### config.mk
export PLATFORM = sky130hd
export DESIGN_NAME = imem_loader_flat
export DESIGN_NICKNAME = d
export VERILOG_FILES = /design/src/rtl/imem_loader_if.sv /design/src/rtl/imem_loader.sv /design/src/flat_wrapper.sv
export SDC_FILE = /design/constraint.sdc
export NUM_CORES = 1
export LEC_CHECK = 0
export ABC_AREA = 1
export BUFFER_PORTS_ARGS = -buffer_cell sky130_fd_sc_hd__buf_2
export CORE_ASPECT_RATIO = 0.7
export CORE_MARGIN = 1.5
export CORE_UTILIZATION = 58
export DETAILED_ROUTE_END_ITERATION = 8
export PLACE_DENSITY = 0.83
export SYNTH_ARGS = -nofsm -noshare
export SYNTH_HDL_FRONTEND = slang
export SYNTH_SLANG_ARGS = --single-unit
### constraint.sdc
create_clock -name clk -period 4.2 [get_ports clk]
set_input_delay 0 -clock clk [delete_from_list [all_inputs] [get_ports clk]]
set_output_delay 0 -clock clk [all_outputs]
set_load 0.05 [all_outputs]
### src/rtl/imem_loader_if.sv
// Byte-stream input and instruction-memory write port of imem_loader.
// master = loader side, slave = byte source / memory side.
`timescale 1ns/1ps
interface imem_loader_if #(
  parameter int unsigned WIDTH      = 12,
  parameter int unsigned ADDR_WIDTH = 8
);
  logic                  in_valid;
  logic [7:0]            in_data;
  logic                  in_ready;
  logic                  wr_en;
  logic [ADDR_WIDTH-1:0] wr_addr;
  logic [WIDTH-1:0]      wr_data;

  modport master (
    input  in_valid, in_data,
    output in_ready, wr_en, wr_addr, wr_data
  );

  modport slave (
    output in_valid, in_data,
    input  in_ready, wr_en, wr_addr, wr_data
  );
endinterface

### src/rtl/imem_loader.sv
// Boot loader: turns a LEN/HI/LO byte stream into instruction memory writes and holds the CPU in reset until done.
// Optional trailing XOR checksum byte when IMEM_LOADER_CHECKSUM_EN is defined.
`timescale 1ns/1ps
module imem_loader #(
  parameter int unsigned WIDTH      = 12,
  parameter int unsigned ADDR_WIDTH = 8
) (
  input  logic          clk,
  input  logic          reset,
  input  logic          start,
  imem_loader_if.master bus,
  output logic          cpu_hold,
  output logic          done,
  output logic          err
);

  localparam int unsigned HI_BITS = WIDTH - 8;

  // Bits of HI above the word, and bits of LEN beyond the address range, must be zero.
  localparam logic [15:0] HI_MASK_W  = 16'h00FF << HI_BITS;
  localparam logic [15:0] LEN_MASK_W = 16'h00FF << ADDR_WIDTH;
  localparam logic [7:0]  HI_MASK    = HI_MASK_W[7:0];
  localparam logic [7:0]  LEN_MASK   = LEN_MASK_W[7:0];

  typedef enum logic [2:0] {
    ST_IDLE,
    ST_LEN,
    ST_HI,
    ST_LO,
    ST_WRITE,
    ST_DONE,
    ST_ERR
`ifdef IMEM_LOADER_CHECKSUM_EN
    , ST_CHK
`endif
  } state_t;

  state_t                state;
  state_t                state_next;
  logic [ADDR_WIDTH-1:0] len_q;
  logic [ADDR_WIDTH-1:0] cnt_q;
  logic [HI_BITS-1:0]    hi_q;
  logic                  xfer;
  logic                  last;
  logic                  len_bad;
  logic                  hi_bad;
  logic                  start_ok;

  assign xfer     = bus.in_valid & bus.in_ready;
  assign last     = (cnt_q == len_q);
  assign len_bad  = |(bus.in_data & LEN_MASK);
  assign hi_bad   = |(bus.in_data & HI_MASK);
  assign start_ok = start & ((state == ST_IDLE) | (state == ST_DONE) | (state == ST_ERR));

`ifdef IMEM_LOADER_CHECKSUM_EN
  logic [7:0] xor_q;

  // Running XOR over LEN and every word byte; the checksum byte itself is excluded.
  always_ff @(posedge clk) begin
    if (reset) begin
      xor_q <= 8'h00;
    end else if (start_ok) begin
      xor_q <= 8'h00;
    end else if (xfer && (state != ST_CHK)) begin
      xor_q <= xor_q ^ bus.in_data;
    end
  end
`endif

  // State register
  always_ff @(posedge clk) begin
    if (reset) begin
      state <= ST_IDLE;
    end else begin
      state <= state_next;
    end
  end

  // Next-state logic
  always_comb begin
    state_next = state;
    case (state)
      ST_IDLE:  if (start) state_next = ST_LEN;
      ST_LEN:   if (xfer) state_next = len_bad ? ST_ERR : ST_HI;
      ST_HI:    if (xfer) state_next = hi_bad ? ST_ERR : ST_LO;
      ST_LO:    if (xfer) state_next = ST_WRITE;
`ifdef IMEM_LOADER_CHECKSUM_EN
      ST_WRITE: state_next = last ? ST_CHK : ST_HI;
      ST_CHK:   if (xfer) state_next = (bus.in_data == xor_q) ? ST_DONE : ST_ERR;
`else
      ST_WRITE: state_next = last ? ST_DONE : ST_HI;
`endif
      ST_DONE:  if (start) state_next = ST_LEN;
      ST_ERR:   if (start) state_next = ST_LEN;
      default:  state_next = ST_IDLE;
    endcase
  end

  // Moore outputs decoded from the state register
  always_comb begin
    bus.in_ready = 1'b0;
    bus.wr_en    = 1'b0;
    cpu_hold     = 1'b1;
    done         = 1'b0;
    err          = 1'b0;
    case (state)
      ST_LEN, ST_HI, ST_LO: bus.in_ready = 1'b1;
`ifdef IMEM_LOADER_CHECKSUM_EN
      ST_CHK:               bus.in_ready = 1'b1;
`endif
      ST_WRITE:             bus.wr_en    = 1'b1;
      ST_DONE: begin
        done     = 1'b1;
        cpu_hold = 1'b0;
      end
      ST_ERR:               err          = 1'b1;
      default: ;
    endcase
  end

  // Word assembly and addressing; wr_addr/wr_data change only on entry to WRITE (or on a new LEN).
  always_ff @(posedge clk) begin
    if (reset) begin
      len_q       <= '0;
      cnt_q       <= '0;
      hi_q        <= '0;
      bus.wr_addr <= '0;
      bus.wr_data <= '0;
    end else begin
      case (state)
        ST_LEN: begin
          if (xfer && !len_bad) begin
            len_q       <= bus.in_data[ADDR_WIDTH-1:0];
            cnt_q       <= '0;
            bus.wr_addr <= '0;
          end
        end
        ST_HI: begin
          if (xfer) hi_q <= bus.in_data[HI_BITS-1:0];
        end
        ST_LO: begin
          if (xfer) begin
            bus.wr_data <= {hi_q, bus.in_data};
            bus.wr_addr <= cnt_q;
          end
        end
        ST_WRITE: begin
          if (!last) cnt_q <= cnt_q + ADDR_WIDTH'(1);
        end
        default: ;
      endcase
    end
  end

endmodule

### src/flat_wrapper.sv
// flat-port wrapper written by rule: the top's interface ports become plain ports
module imem_loader_flat 
#(
  parameter int unsigned WIDTH      = 12,
  parameter int unsigned ADDR_WIDTH = 8
)
  (clk, reset, start, cpu_hold, done, err, bus_in_valid, bus_in_data, bus_in_ready, bus_wr_en, bus_wr_addr, bus_wr_data);
  imem_loader_if #(.WIDTH(WIDTH), .ADDR_WIDTH(ADDR_WIDTH)) bus_i ();
  input  logic clk;
  input  logic reset;
  input  logic start;
  output logic cpu_hold;
  output logic done;
  output logic err;
  input wire logic [$bits(bus_i.in_valid)-1:0] bus_in_valid;
  input wire logic [$bits(bus_i.in_data)-1:0] bus_in_data;
  output wire logic [$bits(bus_i.in_ready)-1:0] bus_in_ready;
  output wire logic [$bits(bus_i.wr_en)-1:0] bus_wr_en;
  output wire logic [$bits(bus_i.wr_addr)-1:0] bus_wr_addr;
  output wire logic [$bits(bus_i.wr_data)-1:0] bus_wr_data;
  assign bus_i.in_valid = bus_in_valid;
  assign bus_i.in_data = bus_in_data;
  assign bus_in_ready = bus_i.in_ready;
  assign bus_wr_en = bus_i.wr_en;
  assign bus_wr_addr = bus_i.wr_addr;
  assign bus_wr_data = bus_i.wr_data;
  imem_loader #(.WIDTH(WIDTH), .ADDR_WIDTH(ADDR_WIDTH)) u_core (.clk(clk), .reset(reset), .start(start), .bus(bus_i), .cpu_hold(cpu_hold), .done(done), .err(err));
endmodule
==> impl_metrics.py, run 1 <==
metrics = {
    "run_status": {
        "status": "completed",
    },
    "synthesis": {
        "synth_top_family_by_area": "simple AND/OR/NAND/NOR gates",
        "synth-xor-area-share_pct": 3.69,
        "async_flop_share_pct": 0,
        "synth_seq_cells": 43,
        "synth_compound_area_share_pct": 13.6,
        "synth_top_area_cell": "dfxtp_1",
        "synth_edf_count": 0,
        "synth_cells": 274,
        "syn_nets": 287,
        "ys_types": 24,
        "ys.warnings.count": 0,
        "yosys.area_share.simple_pct": 29.6,
        "yosysSeqAreaShare_pct": 45.3,
        "synthMuxAreaShare_pct": 0,
        "synth_adder_area_share_pct": 0.658,
        "syn_area_per_cell_um2": 6.94,
        "synth-main-ff-cell": "dfxtp_1",
        "yosysTopAreaCellShare_pct": 45.3,
        "yosysMostFrequentCell": "nand2_1",
        "synthTopCellsByCount": "61 x nand2_1, 54 x nor2_1, 43 x dfxtp_1, 24 x a21oi_1, 23 x o21ai_0",
        "syn_area_um2": 1900,
        "yosys-top-cells-area": "dfxtp_1 45%, nand2_1 12%, nor2_1 11%",
    },
    "power_and_ir_drop": {
        "p_switching_mw": 0.383,
        "ir_drop_mv": 0.302,
        "p_seq_share_pct": 46.3,
        "switching_share_pct": 36.9,
        "total_leakage_power_nw": 1.03,
        "total_power_mw": 1.04,
        "internal-power_mw": 0.655,
        "p_clk_share_pct": 24.5,
        "pwr-share-comb_pct": 29.2,
        "power_density_nw_per_um2": 461,
    },
    "route": {
        "drc": 0,
        "viasPerCell": 5.10,
        "drt_wl_total_um": 4100,
        "first_pass_iters": 4,
        "postRouteAntennaNets": 0,
        "vias": 1809,
        "wl_per_cell_um": 11.6,
        "drt-initial-drc-count": 133,
    },
    "worst_setup_path": {
        "worstRegToRegCells": 7,
        "crit_fanout": 23,
        "critical_path_buf_inv_count": 3,
        "worstPathCellList": "inv_2 -> nor3_2 -> inv_2 -> nor2_2 -> clkinv_1 -> nor2_1 -> nor2_1",
        "r2r_start": "u_core.state[0]",
        "critPathKind": "reg2reg",
        "crit_family": "simple AND/OR/NAND/NOR gates",
        "cp.depth": 7,
        "worst_ep_arrival_time_ns": 2.44,
        "worstSetupStartpointType": "register",
        "slowest_delay_ns": 0.63,
        "timing.critical_path.to": "u_core.bus.wr_data[10]",
        "critical_path.startpoint": "u_core.state[0]",
        "slowest_stage": "nor2_2",
        "critPathRequiredTime_ns": 4.39,
        "endpoint_kind": "register",
        "r2r_end": "u_core.bus.wr_data[10]",
        "worst-r2r-setup-slack_ns": 1.96,
    },
    "clock_network": {
        "insertion_delay_ns": 0.30,
        "cts_tree": "built",
        "cts_sinks": 43,
        "cts_setup_buffers": 0,
        "htreeDepth": 2,
        "cts_buffers": 5,
        "clockBufferDepth": 2,
        "clock-root-buffer": "clkbuf_8",
        "path_clk_slew_ns": 0.08,
    },
    "floorplan": {
        "ios": 37,
        "die_w_um": 71.4,
        "core_um2": 3150,
        "rows": 17,
        "dieArea_um2": 3630,
        "dieHeight_um": 50.9,
        "start_util_pct": 60.4,
    },
    "placed_design": {
        "gp_congestion": 0.886,
        "dp_hpwl_um": 2830,
        "portBuffers": 36,
        "pre_cts_ws_ns": 1.97,
    },
    "sta": {
        "fin_ws_ns": 1.96,
        "finalHoldViolCount": 0,
        "max_slew_margin_pct": 46.9,
        "period_share_pct": 53.4,
        "max_freq_mhz": 446,
        "setup_viol": 0,
        "worst_slew_pin_slew_ns": 0.796,
        "rsz0062_at_grt": "no",
        "min_period_ns": 2.24,
        "fin_worst_skew_ns": 0.00605,
        "slew_viol_final": 0,
        "setup-tns-final_ns": 0,
    },
    "grt": {
        "grt_pass1_wl_um": 6950,
        "grt.overflow.total": 0,
        "use_met3_pct": 6.51,
        "grtUsageMet2_pct": 36.8,
        "antenna_found_initial": 0,
        "grtUsageMet1_pct": 33.8,
        "grt.busiest_layer": "met2",
        "grt_usage_pct": 24.8,
        "grt_max_degree": 26,
        "grt_pass1_vias": 1610,
    },
    "layout": {
        "layout-drive-gt1-share_pct": 17.4,
        "diodes": 0,
        "finalNetCount": 329,
        "syn2layout_area_growth_pct": 18.6,
        "fillers": 293,
        "final_util_pct": 71.6,
    },
    "run": {
        "drv_cap": 0,
    },
    "worst_hold_path": {
        "hold_path_class": "in2reg",
    },
}
how the worst min path moves through the flow:
stage / cells past startpoint / from / slack [ns] / end
detailed placement: 3 / bus_in_data[1] / 0.27 / u_core.bus.wr_data[1]
global placement: 3 / bus_in_data[7] / 0.27 / u_core.bus.wr_data[7]
CTS: 4 / start / 0.007 / u_core.state[2]
finish: 4 / start / 0.01 / u_core.state[2]
floorplan: 2 / bus_in_data[0] / 0.13 / u_core.hi_q[0]
global route: 4 / start / 0.05 / u_core.state[2]
cell usage in the layout, fill, tap and decap left out:
cell / synthesis / routed
o21ai_0: 23 / 23
xor2_1: 2 / 2
inv_1: 19 / 19
nor2_1: 54 / 54
clkbuf_8: 0 / 5
a211oi_1: 1 / 1
nor2_4: 1 / 1
clkinv_2: 0 / 1
nand4_1: 1 / 1
clkinv_1: 1 / 1
dlygate4sd3_1: 0 / 8
clkinvlp_4: 0 / 1
inv_2: 6 / 6
nand3_1: 14 / 14
nor3_2: 1 / 1
dfxtp_1: 43 / 43
nand2_2: 2 / 2
o211ai_1: 1 / 1
ha_1: 1 / 1
clkbuf_1: 3 / 1
o21bai_1: 1 / 1
a21oi_1: 24 / 24
nor3b_1: 1 / 1
nor2_2: 2 / 2
nand2_1: 61 / 61
xnor2_1: 6 / 6
buf_2: 5 / 36
power by group through the flow:
stage               registers (mW)  clock network [mW]  logic (mW)
global placement             0.489                   0       0.292
floorplan                    0.505                   0       0.219
global route                 0.486               0.279       0.341
CTS                          0.480               0.259       0.302
detailed placement           0.489                   0       0.295
finish                       0.481               0.254       0.303
area by class of cell:
type                            instances  area, um2  area share, %
Sequential cell                        43        861           38.2
Clock buffer                            6       72.6           3.22
Multi-Input combinational cell        196        902           40.0
Tap cell                               38       47.5           2.11
Timing Repair Buffer                   44        260           11.5
Inverter                               26       97.6           4.33
Clock inverter                          2       12.5          0.555
worst min-delay path: stages:
cell      delay (ns)
buf_2           0.08
o21bai_1        0.08
nand2_1         0.06
a21oi_1         0.05
registers in the layout, summed over array words and instances, names as in the netlist:
register and count:
u_core.state 3, u_core.bus.wr_data 12, u_core.bus.wr_addr 8, u_core.hi_q 4
u_core.cnt_q 8, u_core.len_q 8
per-stage QoR:
step,hold slack [ns],instance area (um2),cells
CTS,0.00673,2250,355
global route,0.0536,2250,355
global placement,0.265,2090,339
detailed placement,0.268,2090,339
floorplan,0.135,1900,274
finish,0.0148,2250,355
layer usage:
metal  wire (um)  part of all wire, %  vias up
li1            -                    -      951
met1        2090                   51      805
met2        1720                   42       45
met3         229                  5.6        8
met4          63                  1.5        0
met5           0                    0        -
what timing repair did:
| item | CTS | global route |
|---|---|---|
| hold buffers | 8 | 0 |
| resized for setup | 0 | 0 |
| endpoints found under the hold margin | 17 | 0 |
cells by family after synthesis:
kind of cell	after synthesis
AO/OA/AOI/OAI	50
adder cells (fa/ha/maj)	1
AND/OR/NAND/NOR	137
XOR/XNOR	8
buffers and inverters	35
flip-flops	43
Power figures use the tool's default switching activity.
==> inputs of run 2 (changes only) <==
CORE_UTILIZATION = 54   (was 58)
PLACE_DENSITY = 0.78   (was 0.83)
clock period = 2.3 ns   (was 4.2 ns; I/O delays follow)
==> run 2 against run 1 <==
Clock power grew 140%. Combinational power grew 87%. Global-route usage fell by 0.33 points. Sequential share of layout area is 0.85 points lower. Core utilization shrank 0.76 points. Sequential power increased by 83%. Clock-buffer cell count unchanged. Cell count up 2.8%. Hold slack better by 0.018 ns. Critical path depth stayed put. Fmax increased by 22%. Register-to-register slack worse by 1.5 ns. Critical path type unchanged. Largest cell class unchanged.
==> impl_metrics.py, run 2 (synthesis results as in run 1) <==
metrics = {
    "run_status": {
        "status": "completed",
    },
    "power_and_ir_drop": {
        "power_density_nw_per_um2": 893,
        "ir_drop_mv": 0.632,
        "total_leakage_power_nw": 1.06,
    },
    "worst_setup_path": {
        "endpoint_kind": "register",
        "slowest_stage": "dfxtp_1",
        "worst-r2r-setup-slack_ns": 0.47,
        "critPathRequiredTime_ns": 2.50,
        "worst_ep_arrival_time_ns": 2.03,
        "crit_family": "simple AND/OR/NAND/NOR gates",
        "worstRegToRegCells": 7,
        "critPathKind": "reg2reg",
        "critical_path_buf_inv_count": 3,
        "r2r_start": "u_core.state[0]",
        "slowest_delay_ns": 0.42,
        "crit_fanout": 10,
        "worstPathCellList": "inv_2 -> nor3_2 -> inv_2 -> nor2_2 -> clkinv_1 -> nor2_1 -> nor2_1",
        "r2r_end": "u_core.bus.wr_data[7]",
        "worstSetupStartpointType": "register",
    },
    "clock_network": {
        "htreeDepth": 2,
        "insertion_delay_ns": 0.30,
        "cts_setup_buffers": 0,
        "hold_buffers": 8,
        "clock-root-buffer": "clkbuf_8",
        "cts_buffers": 5,
        "cts_tree": "built",
        "clockBufferDepth": 2,
        "cts_resized": 0,
        "cts_sinks": 43,
        "path_clk_slew_ns": 0.08,
    },
    "layout": {
        "layout.cells.most_common_list": "61 x nand2_1, 54 x nor2_1, 43 x dfxtp_1",
        "largest_register": "u_core.bus.wr_data",
        "final_util_pct": 70.8,
        "finalNetCount": 330,
        "fillers": 282,
        "diodes": 0,
        "ff_latch_area_um2": 861,
        "layoutNonFillerInstCount": 365,
        "largest_register_ffs": 12,
        "syn2layout_area_growth_pct": 21.3,
        "final_common_cell": "nand2_1",
        "multi_input_area_um2": 902,
        "layout-drive-gt1-share_pct": 17.9,
    },
    "worst_hold_path": {
        "hold_depth": 4,
        "hold_path_class": "in2reg",
        "hp-start": "start",
        "min_to": "u_core.state[2]",
    },
    "placed_design": {
        "portBuffers": 36,
        "gp_congestion": 0.903,
        "dp.cells": 349,
        "dp_hpwl_um": 3060,
    },
    "grt": {
        "grt.busiest_layer": "met2",
        "grtUsageMet2_pct": 35.6,
        "grt_pass1_vias": 1556,
        "grt_pass1_wl_um": 7180,
        "grt.overflow.total": 0,
        "grt_usage_pct": 24.5,
        "antenna_found_initial": 0,
        "grt_max_degree": 26,
        "use_met3_pct": 5.38,
        "grtUsageMet1_pct": 35.4,
    },
    "route": {
        "postRouteAntennaNets": 0,
        "first_pass_iters": 6,
        "vias": 1809,
        "drt-initial-drc-count": 159,
        "viasPerCell": 4.96,
        "drc": 0,
        "wl_per_cell_um": 12.1,
        "drt_wl_total_um": 4420,
    },
    "floorplan": {
        "dieArea_um2": 3890,
        "start_util_pct": 58.4,
        "dieHeight_um": 52.6,
        "die_w_um": 73.9,
        "ios": 37,
        "rows": 17,
        "core_um2": 3250,
    },
    "sta": {
        "fin_worst_skew_ns": 0.00581,
        "setup_viol": 0,
        "whs_ns": 0.0323,
        "max_freq_mhz": 546,
        "rsz0062_at_grt": "no",
        "setup-tns-final_ns": 0,
        "worst_slew_pin_slew_ns": 0.586,
        "period_share_pct": 79.6,
        "slew_viol_final": 0,
        "max_slew_margin_pct": 60.9,
        "min_period_ns": 1.83,
        "finalHoldViolCount": 0,
    },
    "run": {
        "drv_cap": 0,
    },
}
==> run 2: cell types whose count changed in the layout (fill, tap and decap cells not counted), sizes merged <==
| cell | delta |
|---|---|
| bufinv | +1 |
| buf | +1 |
| clkinvlp | -1 |
==> run 2: per-layer routing <==
metal / routed length, um / vias to the layer above
li1: - / 947
met1: 2270 / 793
met2: 1810 / 62
met3: 287 / 7
met4: 57 / 0
met5: 0 / -
==> run 2: tightest hold or removal path, stage by stage <==
cell and delay, ns:
buf_2 0.08, o21bai_1 0.09, nand2_1 0.06, a21oi_1 0.05
==> run 2: per-stage QoR <==
| step | instance area [um2] | setup slack [ns] | total power [mW] |
|---|---|---|---|
| 2_1_floorplan | 1900 | 0.639 | 1.32 |
| 4_1_cts | 2300 | 0.461 | 2.05 |
| 3_5_place_dp | 2110 | 0.504 | 1.44 |
| 3_3_place_gp | 2110 | 0.567 | 1.44 |
| 6_report | 2300 | 0.468 | 2.06 |
| 5_1_grt | 2300 | 0.192 | 2.16 |
==> run 2: layout make-up <==
cell class                 count  share of cell area (%)
inverter                      26                    4.23
multi-input combinational    196                    39.1
clock inverter                 2                    1.52
tap                           47                    2.55
clock buffer                   6                    3.58
timing repair buffer          45                    11.6
sequential                    43                    37.4
==> run 2: worst max-delay path by stage <==
stage                                from                    end  slack, ns  depth (start not counted)
after floorplan           u_core.state[2]               cpu_hold       0.64                          3
after global placement    u_core.state[0]  u_core.bus.wr_data[0]       0.57                          7
after detailed placement  u_core.state[0]  u_core.bus.wr_data[7]       0.50                          7
after CTS                 u_core.state[0]  u_core.bus.wr_data[9]       0.46                          7
after global routing      u_core.state[0]  u_core.bus.wr_data[1]       0.19                          7
final                     u_core.state[0]  u_core.bus.wr_data[7]       0.47                          7
==> run 2: report_power, final <==
group / switching [mW] / leakage (nW) / total (mW) / internal (mW)
combinational: 0.398 / 0.648 / 0.566 / 0.168
sequential: 0.0655 / 0.348 / 0.882 / 0.817
clock: 0.258 / 0.0612 / 0.610 / 0.351
